$ cat config.mk
export PLATFORM = sky130hd
export DESIGN_NAME = vga_timing_gen
export DESIGN_NICKNAME = d
export VERILOG_FILES = /design/src/rtl/vga_timing_gen.sv
export SDC_FILE = /design/constraint.sdc
export NUM_CORES = 1
export LEC_CHECK = 0
export BUFFER_PORTS_ARGS = -buffer_cell sky130_fd_sc_hd__buf_4
export CAP_MARGIN = 20
export CORE_UTILIZATION = 52
export CTS_CLUSTER_DIAMETER = 120
export CTS_CLUSTER_SIZE = 12
export DETAILED_ROUTE_END_ITERATION = 8
export PLACE_DENSITY = 0.84
export SLEW_MARGIN = 10
export SYNTH_ARGS = -nofsm -noshare
export SYNTH_HDL_FRONTEND = slang
export SYNTH_SLANG_ARGS = --single-unit
$ cat constraint.sdc
create_clock -name clk -period 3.4 [get_ports clk]
set_input_delay 0.51 -clock clk [delete_from_list [all_inputs] [get_ports clk]]
set_output_delay 0.51 -clock clk [all_outputs]
set_load 0.01 [all_outputs]
$ cat src/rtl/vga_timing_gen.sv
// vga_timing_gen: parametrised VGA raster timing generator.
// Divides clk down to a pixel tick and runs H/V counters over active,
// front porch, sync and back porch. Raster outputs delayed by 1+PIPE_DLY
// pixel ticks so sync/blank line up with colour fetched from memory.
// Ports:
//   clk, clear        system clock, synchronous active-high reset
//   rgb_in[7:0]       colour for the coordinate shown PIPE_DLY ticks earlier
//   pix_tick          one-clk pixel enable
//   hCount/vCount     raster counters (x/y while in the active area)
//   tile_col/row/x/y  glyph grid coordinates sliced from the counters
//   line_start        tick on which hCount wraps
//   frame_start       tick on which both counters wrap
//   hSync/vSync       delayed syncs, polarity set by HS_POL/VS_POL
//   bright, rgb       delayed active-video flag, blanked colour
module vga_timing_gen #(
    parameter int CLK_DIV   = 2,
    parameter int CW        = 10,
    parameter int H_ACTIVE  = 640,
    parameter int H_FRONT   = 16,
    parameter int H_SYNC    = 96,
    parameter int H_BACK    = 48,
    parameter int V_ACTIVE  = 480,
    parameter int V_FRONT   = 10,
    parameter int V_SYNC    = 2,
    parameter int V_BACK    = 33,
    parameter bit HS_POL    = 1'b0,
    parameter bit VS_POL    = 1'b0,
    parameter int TILE_LOG2 = 4,
    parameter int PIPE_DLY  = 0
) (
    input  logic                    clk,
    input  logic                    clear,
    input  logic [7:0]              rgb_in,
    output logic                    pix_tick,
    output logic [CW-1:0]           hCount,
    output logic [CW-1:0]           vCount,
    output logic [CW-TILE_LOG2-1:0] tile_col,
    output logic [CW-TILE_LOG2-1:0] tile_row,
    output logic [TILE_LOG2-1:0]    tile_x,
    output logic [TILE_LOG2-1:0]    tile_y,
    output logic                    line_start,
    output logic                    frame_start,
    output logic                    hSync,
    output logic                    vSync,
    output logic                    bright,
    output logic [7:0]              rgb
);

    localparam int H_TOTAL = H_ACTIVE + H_FRONT + H_SYNC + H_BACK;
    localparam int V_TOTAL = V_ACTIVE + V_FRONT + V_SYNC + V_BACK;
    localparam int DW      = (CLK_DIV > 1) ? $clog2(CLK_DIV) : 1;
    // At least one pipe slot so the array is never zero-sized.
    localparam int PD      = (PIPE_DLY > 0) ? PIPE_DLY : 1;

    localparam logic [DW-1:0] DIV_LAST = DW'(CLK_DIV - 1);
    localparam logic [CW-1:0] H_LAST   = CW'(H_TOTAL - 1);
    localparam logic [CW-1:0] V_LAST   = CW'(V_TOTAL - 1);
    localparam logic [CW-1:0] H_ACT    = CW'(H_ACTIVE);
    localparam logic [CW-1:0] V_ACT    = CW'(V_ACTIVE);
    localparam logic [CW-1:0] HS_BEG   = CW'(H_ACTIVE + H_FRONT);
    localparam logic [CW-1:0] HS_END   = CW'(H_ACTIVE + H_FRONT + H_SYNC);
    localparam logic [CW-1:0] VS_BEG   = CW'(V_ACTIVE + V_FRONT);
    localparam logic [CW-1:0] VS_END   = CW'(V_ACTIVE + V_FRONT + V_SYNC);

    typedef struct packed {
        logic hs;
        logic vs;
        logic br;
    } tim_t;

    logic [DW-1:0]    div_q, div_d;
    logic             tick_q, tick_d;
    logic [CW-1:0]    h_q, h_d;
    logic [CW-1:0]    v_q, v_d;
    tim_t             raw;
    tim_t             stage_out;
    tim_t [PD-1:0]    pipe_q, pipe_d;
    tim_t             out_q, out_d;
    logic [7:0]       rgb_q, rgb_d;

    // Divider: tick is registered, so the first tick lands CLK_DIV clks
    // after clear is released and is low during reset.
    always_comb begin
        div_d  = (div_q == DIV_LAST) ? '0 : div_q + 1'b1;
        tick_d = (div_q == DIV_LAST);
    end

    always_comb begin
        h_d = h_q;
        v_d = v_q;
        if (tick_q) begin
            if (h_q == H_LAST) begin
                h_d = '0;
                v_d = (v_q == V_LAST) ? '0 : v_q + 1'b1;
            end else begin
                h_d = h_q + 1'b1;
            end
        end
    end

    always_comb begin
        raw.hs = (h_q >= HS_BEG) && (h_q < HS_END);
        raw.vs = (v_q >= VS_BEG) && (v_q < VS_END);
        raw.br = (h_q < H_ACT) && (v_q < V_ACT);
    end

    assign stage_out = (PIPE_DLY == 0) ? raw : pipe_q[PD-1];

    always_comb begin
        pipe_d = pipe_q;
        out_d  = out_q;
        rgb_d  = rgb_q;
        if (tick_q) begin
            pipe_d[0] = raw;
            for (int i = 1; i < PD; i++) begin
                pipe_d[i] = pipe_q[i-1];
            end
            out_d = stage_out;
            // Colour is gated with the flag it is loaded alongside.
            rgb_d = stage_out.br ? rgb_in : 8'h00;
        end
    end

    always_ff @(posedge clk) begin
        if (clear) begin
            div_q  <= '0;
            tick_q <= 1'b0;
            h_q    <= '0;
            v_q    <= '0;
            pipe_q <= '0;
            out_q  <= '0;
            rgb_q  <= 8'h00;
        end else begin
            div_q  <= div_d;
            tick_q <= tick_d;
            h_q    <= h_d;
            v_q    <= v_d;
            pipe_q <= pipe_d;
            out_q  <= out_d;
            rgb_q  <= rgb_d;
        end
    end

    assign pix_tick    = tick_q;
    assign hCount      = h_q;
    assign vCount      = v_q;
    assign tile_col    = h_q[CW-1:TILE_LOG2];
    assign tile_row    = v_q[CW-1:TILE_LOG2];
    assign tile_x      = h_q[TILE_LOG2-1:0];
    assign tile_y      = v_q[TILE_LOG2-1:0];
    assign line_start  = tick_q && (h_q == H_LAST);
    assign frame_start = line_start && (v_q == V_LAST);
    assign hSync       = out_q.hs ? HS_POL : ~HS_POL;
    assign vSync       = out_q.vs ? VS_POL : ~VS_POL;
    assign bright      = out_q.br;
    assign rgb         = rgb_q;

endmodule

# ---- After elaboration in Yosys (flattened, before gate mapping)
# Cells that the tools add are included.
dict set report word_totals {
  register_bits 33
  inputBits 10
  output_inout_bits 54
  wordCells 31
}
dict set report op_classes {
  n_addsub 3
  n_lt_le_gt_ge 6
  n_eq_ne 2
  muxes 5
  n_reduce_logical 7
}
# operator count
set ops {}
lappend ops {{$add 10x1->10 const B} 2}
lappend ops {{$eq 10x10->1 const B} 2}
lappend ops {{$lt 10x10->1 const B} 2}
lappend ops {{$lt 10x9->1 const B} 2}
lappend ops {{$mux 10} 2}
lappend ops {{$ge 10x10->1 const B} 1}
lappend ops {{$ge 10x9->1 const B} 1}
lappend ops {{$mux 8} 1}
lappend ops {{$logic_and 1x1->1} 5}
lappend ops {{$mux 1} 2}
lappend ops {{$reduce_and 2->1} 1}
lappend ops {{$reduce_or 2->1} 1}
lappend ops {{$add 1x1->1 const B} 1}

# ---- Longest topological paths before layout
dict set report logic_depth {
  word_depth 3
  mapped_depth 7
}

# ---- Worst setup path after synthesis
# Ideal clock, no wire load.
dict set report synth_path {
  path_kind {register to output}
  startpoint {register h_q[6], in the netlist hCount[6]}
  endpoint {output frame_start}
  t_arrival_ns 1.297
  t_required_ns 2.890
  setup_slack_ns 1.593
  path_stages_with_launch 6
  n_path_buf 2
  path_cell_list {dfxtp_1 -> buf_2 -> nor4b_4 -> nand4_2 -> buf_2 -> nor2_1}
}
dict set report synth_between {
  elab_chain_cells 3
}
# element line_no
set synth_lines {}
lappend synth_lines {{from (decl)} 73} ;# logic [CW-1:0] h_q, h_d;
lappend synth_lines {{from (signal assigned)} 128} ;# h_q <= '0;
lappend synth_lines {{from (signal assigned)} 136} ;# h_q <= h_d;
lappend synth_lines {{$eq 10x10->1} 151} ;# assign line_start = tick_q && (h_q == H_LAST);
lappend synth_lines {{$logic_and 1x1->1} 151}
lappend synth_lines {{$logic_and 1x1->1} 152} ;# assign frame_start = line_start && (v_q == V_LAST);
lappend synth_lines {{to (decl)} 42} ;# output logic frame_start,
# No other way between the ends.

# ---- Worst setup path in the final report
dict set report layout_path {
  startpoint {register tick_q, in the netlist pix_tick}
  endpoint {output line_start}
}
dict set report layout_between {
  elab_chain_cells 1
}
# element line_no
set layout_lines {}
lappend layout_lines {{from (decl)} 72} ;# logic tick_q, tick_d;
lappend layout_lines {{from (signal assigned)} 135} ;# tick_q <= tick_d;
lappend layout_lines {{$logic_and 1x1->1} 151}
lappend layout_lines {{to (decl)} 41} ;# output logic line_start,
# No other way between the ends.

==> flow_metrics.env <==
export IMPL_timing_hold_worst_endpoint="rgb[0]$_SDFFE_PP0P_"
export IMPL_ff2ff_setup_slack_ns=1.41
export IMPL_synth_top_cell_area_share=0.402
export IMPL_layout_worst_path_cycle_share=0.705
export IMPL_number_of_instances_in_the_synthesized_netlist=190
export IMPL_floorplan_io_pins=64
export IMPL_finish_net_count=246
export IMPL_postRouteAntennaNets=0
export IMPL_min_delay_path_depth=3
export IMPL_worst_skew_pair_late_latency_ns=0.33
export IMPL_routed_wl_um=3290
export IMPL_dp_hpwl_um=2350
export IMPL_hold_path_class="primary input to flip-flop"
export IMPL_route_vias_total=1403
export IMPL_cts_repair_resize_count=0
export IMPL_finalMaxSlewViolations=0
export IMPL_setup_violations=0
export IMPL_cp_num_buf_inv=2
export IMPL_wl_per_cell_um=11.9
export IMPL_syn_mean_instance_area_um2=8.65
export IMPL_viasPerCell=5.08
export IMPL_dr_first_iter_drc_count=48
export IMPL_timing_final_hold_violations=0
export IMPL_fin_skew_ns=0.00511
export IMPL_initial_antenna_violation_count=0
export IMPL_initial_utilization=0.543
export IMPL_mostFrequentLayoutCells="sky130_fd_sc_hd__buf_4 (63), sky130_fd_sc_hd__dfxtp_1 (33), sky130_fd_sc_hd__nor2_1 (25), sky130_fd_sc_hd__a21oi_1 (11), sky130_fd_sc_hd__inv_1 (9)"
export IMPL_routability_congestion_estimate_from_global_placement=0.782
export IMPL_worstReg2RegEnd="vCount[7]$_SDFFE_PP0P_"
export IMPL_setup_tns_final_ns=0
export IMPL_largest_net_degree_at_the_start_of_global_routing=19
export IMPL_num_antenna_cells=0
export IMPL_ys_warn_count=0
export IMPL_final_core_util=0.675
export IMPL_ctsHoldBuffers=0
export IMPL_port_buffer_count=63
export IMPL_crit_path_start_kind="flip-flop"
export IMPL_cellLeakagePower_nw=0.875
export IMPL_rr_worst_depth=4
export IMPL_clkTransAtPathRegs_ns=0.10
export IMPL_grt_util_all_layers=0.204
export IMPL_hold_path_startpoint="rgb_in[0]"
export IMPL_critical_path_cell_list="and4_1 -> nand4_2 -> inv_1 -> buf_4"
export IMPL_max_cap_violations=0
export IMPL_final_cell_area_um2=2040
export IMPL_yosys_cell_types_count=31
export IMPL_layout_drive_gt1_share=0.319
export IMPL_crit_required_ns=2.89
export IMPL_htreeDepth=2
export IMPL_cts_tree="yes"
export IMPL_cp_slowest_stage_delay_ns=0.54
export IMPL_first_global_vias=1182
export IMPL_asyncSetResetFlopFracSynth=0
export IMPL_total_power_mw=0.693
export IMPL_clock_root_buffer="sky130_fd_sc_hd__clkbuf_4"
export IMPL_netlist_top_cell_by_area="sky130_fd_sc_hd__dfxtp_1"
export IMPL_fmax_ghz=0.417
export IMPL_synth_top_cells_by_area="sky130_fd_sc_hd__dfxtp_1 (40%), sky130_fd_sc_hd__buf_4 (9.6%), sky130_fd_sc_hd__nor2_1 (5.7%)"
export IMPL_number_of_enable_type_register_cells_in_the_synthesized_netlist=0
export IMPL_tightestPinTransition_ns=0.433
export IMPL_status="complete, no violations"
export IMPL_place_worst_setup_slack_ns=1.38
export IMPL_syn_cell_area_um2=1640
export IMPL_drc=0
export IMPL_seq_area_frac_synth=0.402
export IMPL_final_common_cell="sky130_fd_sc_hd__buf_4"
export IMPL_placeableCoreArea_um2=3030
export IMPL_floorplan_rows=20
export IMPL_critical_path_arrival_ns=1.89
export IMPL_floorplan_die_area_um2=3390
export IMPL_synth_main_ff_cell="sky130_fd_sc_hd__dfxtp_1"
export IMPL_postCtsSetupBuffers=0
export IMPL_slew_headroom=0.711
export IMPL_die_w_um=58.2
export IMPL_final_min_clock_period_ns=2.40
export IMPL_ys_ff_latch=33
export IMPL_chipHeight_um=58.2
export IMPL_cts_sinks=33
export IMPL_layout_area_overhead_vs_synth_pct=24.4
export IMPL_first_pass_iters=4
export IMPL_critPathMaxFanout=15
export IMPL_cts_made_buffers=5
export IMPL_critical_path_top_delay_family="simple AND/OR/NAND/NOR gates"
export IMPL_globalRouteOverflowTotal=0
export IMPL_critPathSlowestCell="sky130_fd_sc_hd__dfxtp_1"
export IMPL_final_setup_worst_slack_ns=1.00
export IMPL_power_density_nw_per_um2=339
export IMPL_post_dp_cell_area_um2=1970
export IMPL_rsz_0062_raised_after_global_routing="false"
export IMPL_crit_type="flip-flop to primary output"
export IMPL_critPathCaptureType="primary output"
export IMPL_ir_drop_uv=258
export IMPL_grt_first_pass_wirelength_um=5320
export IMPL_ctsLongestPathBuffers=2
export IMPL_syn_nets=205
export IMPL_critical_path_reg2reg_startpoint="pix_tick$_SDFF_PP0_"
==> logic make-up (layout without fill, tap and decap cells) <==
group,after synthesis,count (layout),share of synthesized area
xor+xnor,11,11,0.0586
fa+ha+maj,5,5,0.0381
compound gates,29,29,0.107
buf+inv,38,80,0.141
simple gates,73,73,0.247
mux,1,1,0.00609
flops,33,33,0.402
==> worst reg2reg max path, stage by stage (launching register included) <==
cell and delay, ns:
sky130_fd_sc_hd__dfxtp_1 0.54, sky130_fd_sc_hd__and4_1 0.33, sky130_fd_sc_hd__nand4_2 0.32, sky130_fd_sc_hd__or4_1 0.59, sky130_fd_sc_hd__a21oi_1 0.15
==> how the worst max path moves through the flow <==
stage               slack, ns              startpoint          end  depth (start not counted)
floorplan                1.59  hCount[6]$_SDFFE_PP0P_  frame_start                          5
global placement         1.42     pix_tick$_SDFF_PP0_   line_start                          4
detailed placement       1.38     pix_tick$_SDFF_PP0_   line_start                          4
CTS                      0.99     pix_tick$_SDFF_PP0_   line_start                          4
global route             0.83     pix_tick$_SDFF_PP0_   line_start                          4
finish                   1.00     pix_tick$_SDFF_PP0_   line_start                          4
==> where the power goes <==
group / switching [mW] / internal, mW / total [mW]
Clock: 0.127 / 0.120 / 0.247
Sequential: 0.00668 / 0.394 / 0.400
Combinational: 0.0219 / 0.0237 / 0.0457
==> synth_stat cells (3+ instances only) <==
cell,instances
sky130_fd_sc_hd__nor2_1,25
sky130_fd_sc_hd__a22oi_1,8
sky130_fd_sc_hd__buf_4,21
sky130_fd_sc_hd__and3_1,4
sky130_fd_sc_hd__xnor2_1,5
sky130_fd_sc_hd__dfxtp_1,33
sky130_fd_sc_hd__a21oi_1,11
sky130_fd_sc_hd__inv_1,9
sky130_fd_sc_hd__xor2_1,6
sky130_fd_sc_hd__or3_1,5
sky130_fd_sc_hd__nand3_1,5
sky130_fd_sc_hd__nor3_1,4
sky130_fd_sc_hd__nand4_1,8
sky130_fd_sc_hd__o21ai_0,7
sky130_fd_sc_hd__nand2_1,7
sky130_fd_sc_hd__or4_1,3
sky130_fd_sc_hd__clkbuf_1,5
sky130_fd_sc_hd__ha_1,5
==> per-stage QoR <==
step                hold WS [ns]  std cells
finish                     0.406        276
global route               0.393        276
CTS                        0.392        276
detailed placement         0.402        268
global placement           0.394        268
floorplan                  0.385        190
==> cell type report <==
type                       instances  area, um^2
clock buffer                       7        65.1
sequential                        33         661
multi-input combinational        119         752
inverter                           9        33.8
tap                               44        55.1
clock inverter                     1        5.00
fill                             283         983
timing repair buffer              63         473
==> sequential cells by signal, summed over array words and instances, names as in the netlist <==
signal    flops
hCount       10
pix_tick      1
div_q         1
out_q         2
vCount       10
rgb           8
bright        1
==> layer usage <==
layer / vias to the layer above / track usage / wire length (um)
met1: 646 / 0.257 / 1550
li1: 714 / - / -
met3: 3 / 0.0692 / 173
met2: 40 / 0.335 / 1550
met5: - / 0 / 0
met4: 0 / 0.0510 / 21
Power figures use the tool's default switching activity.
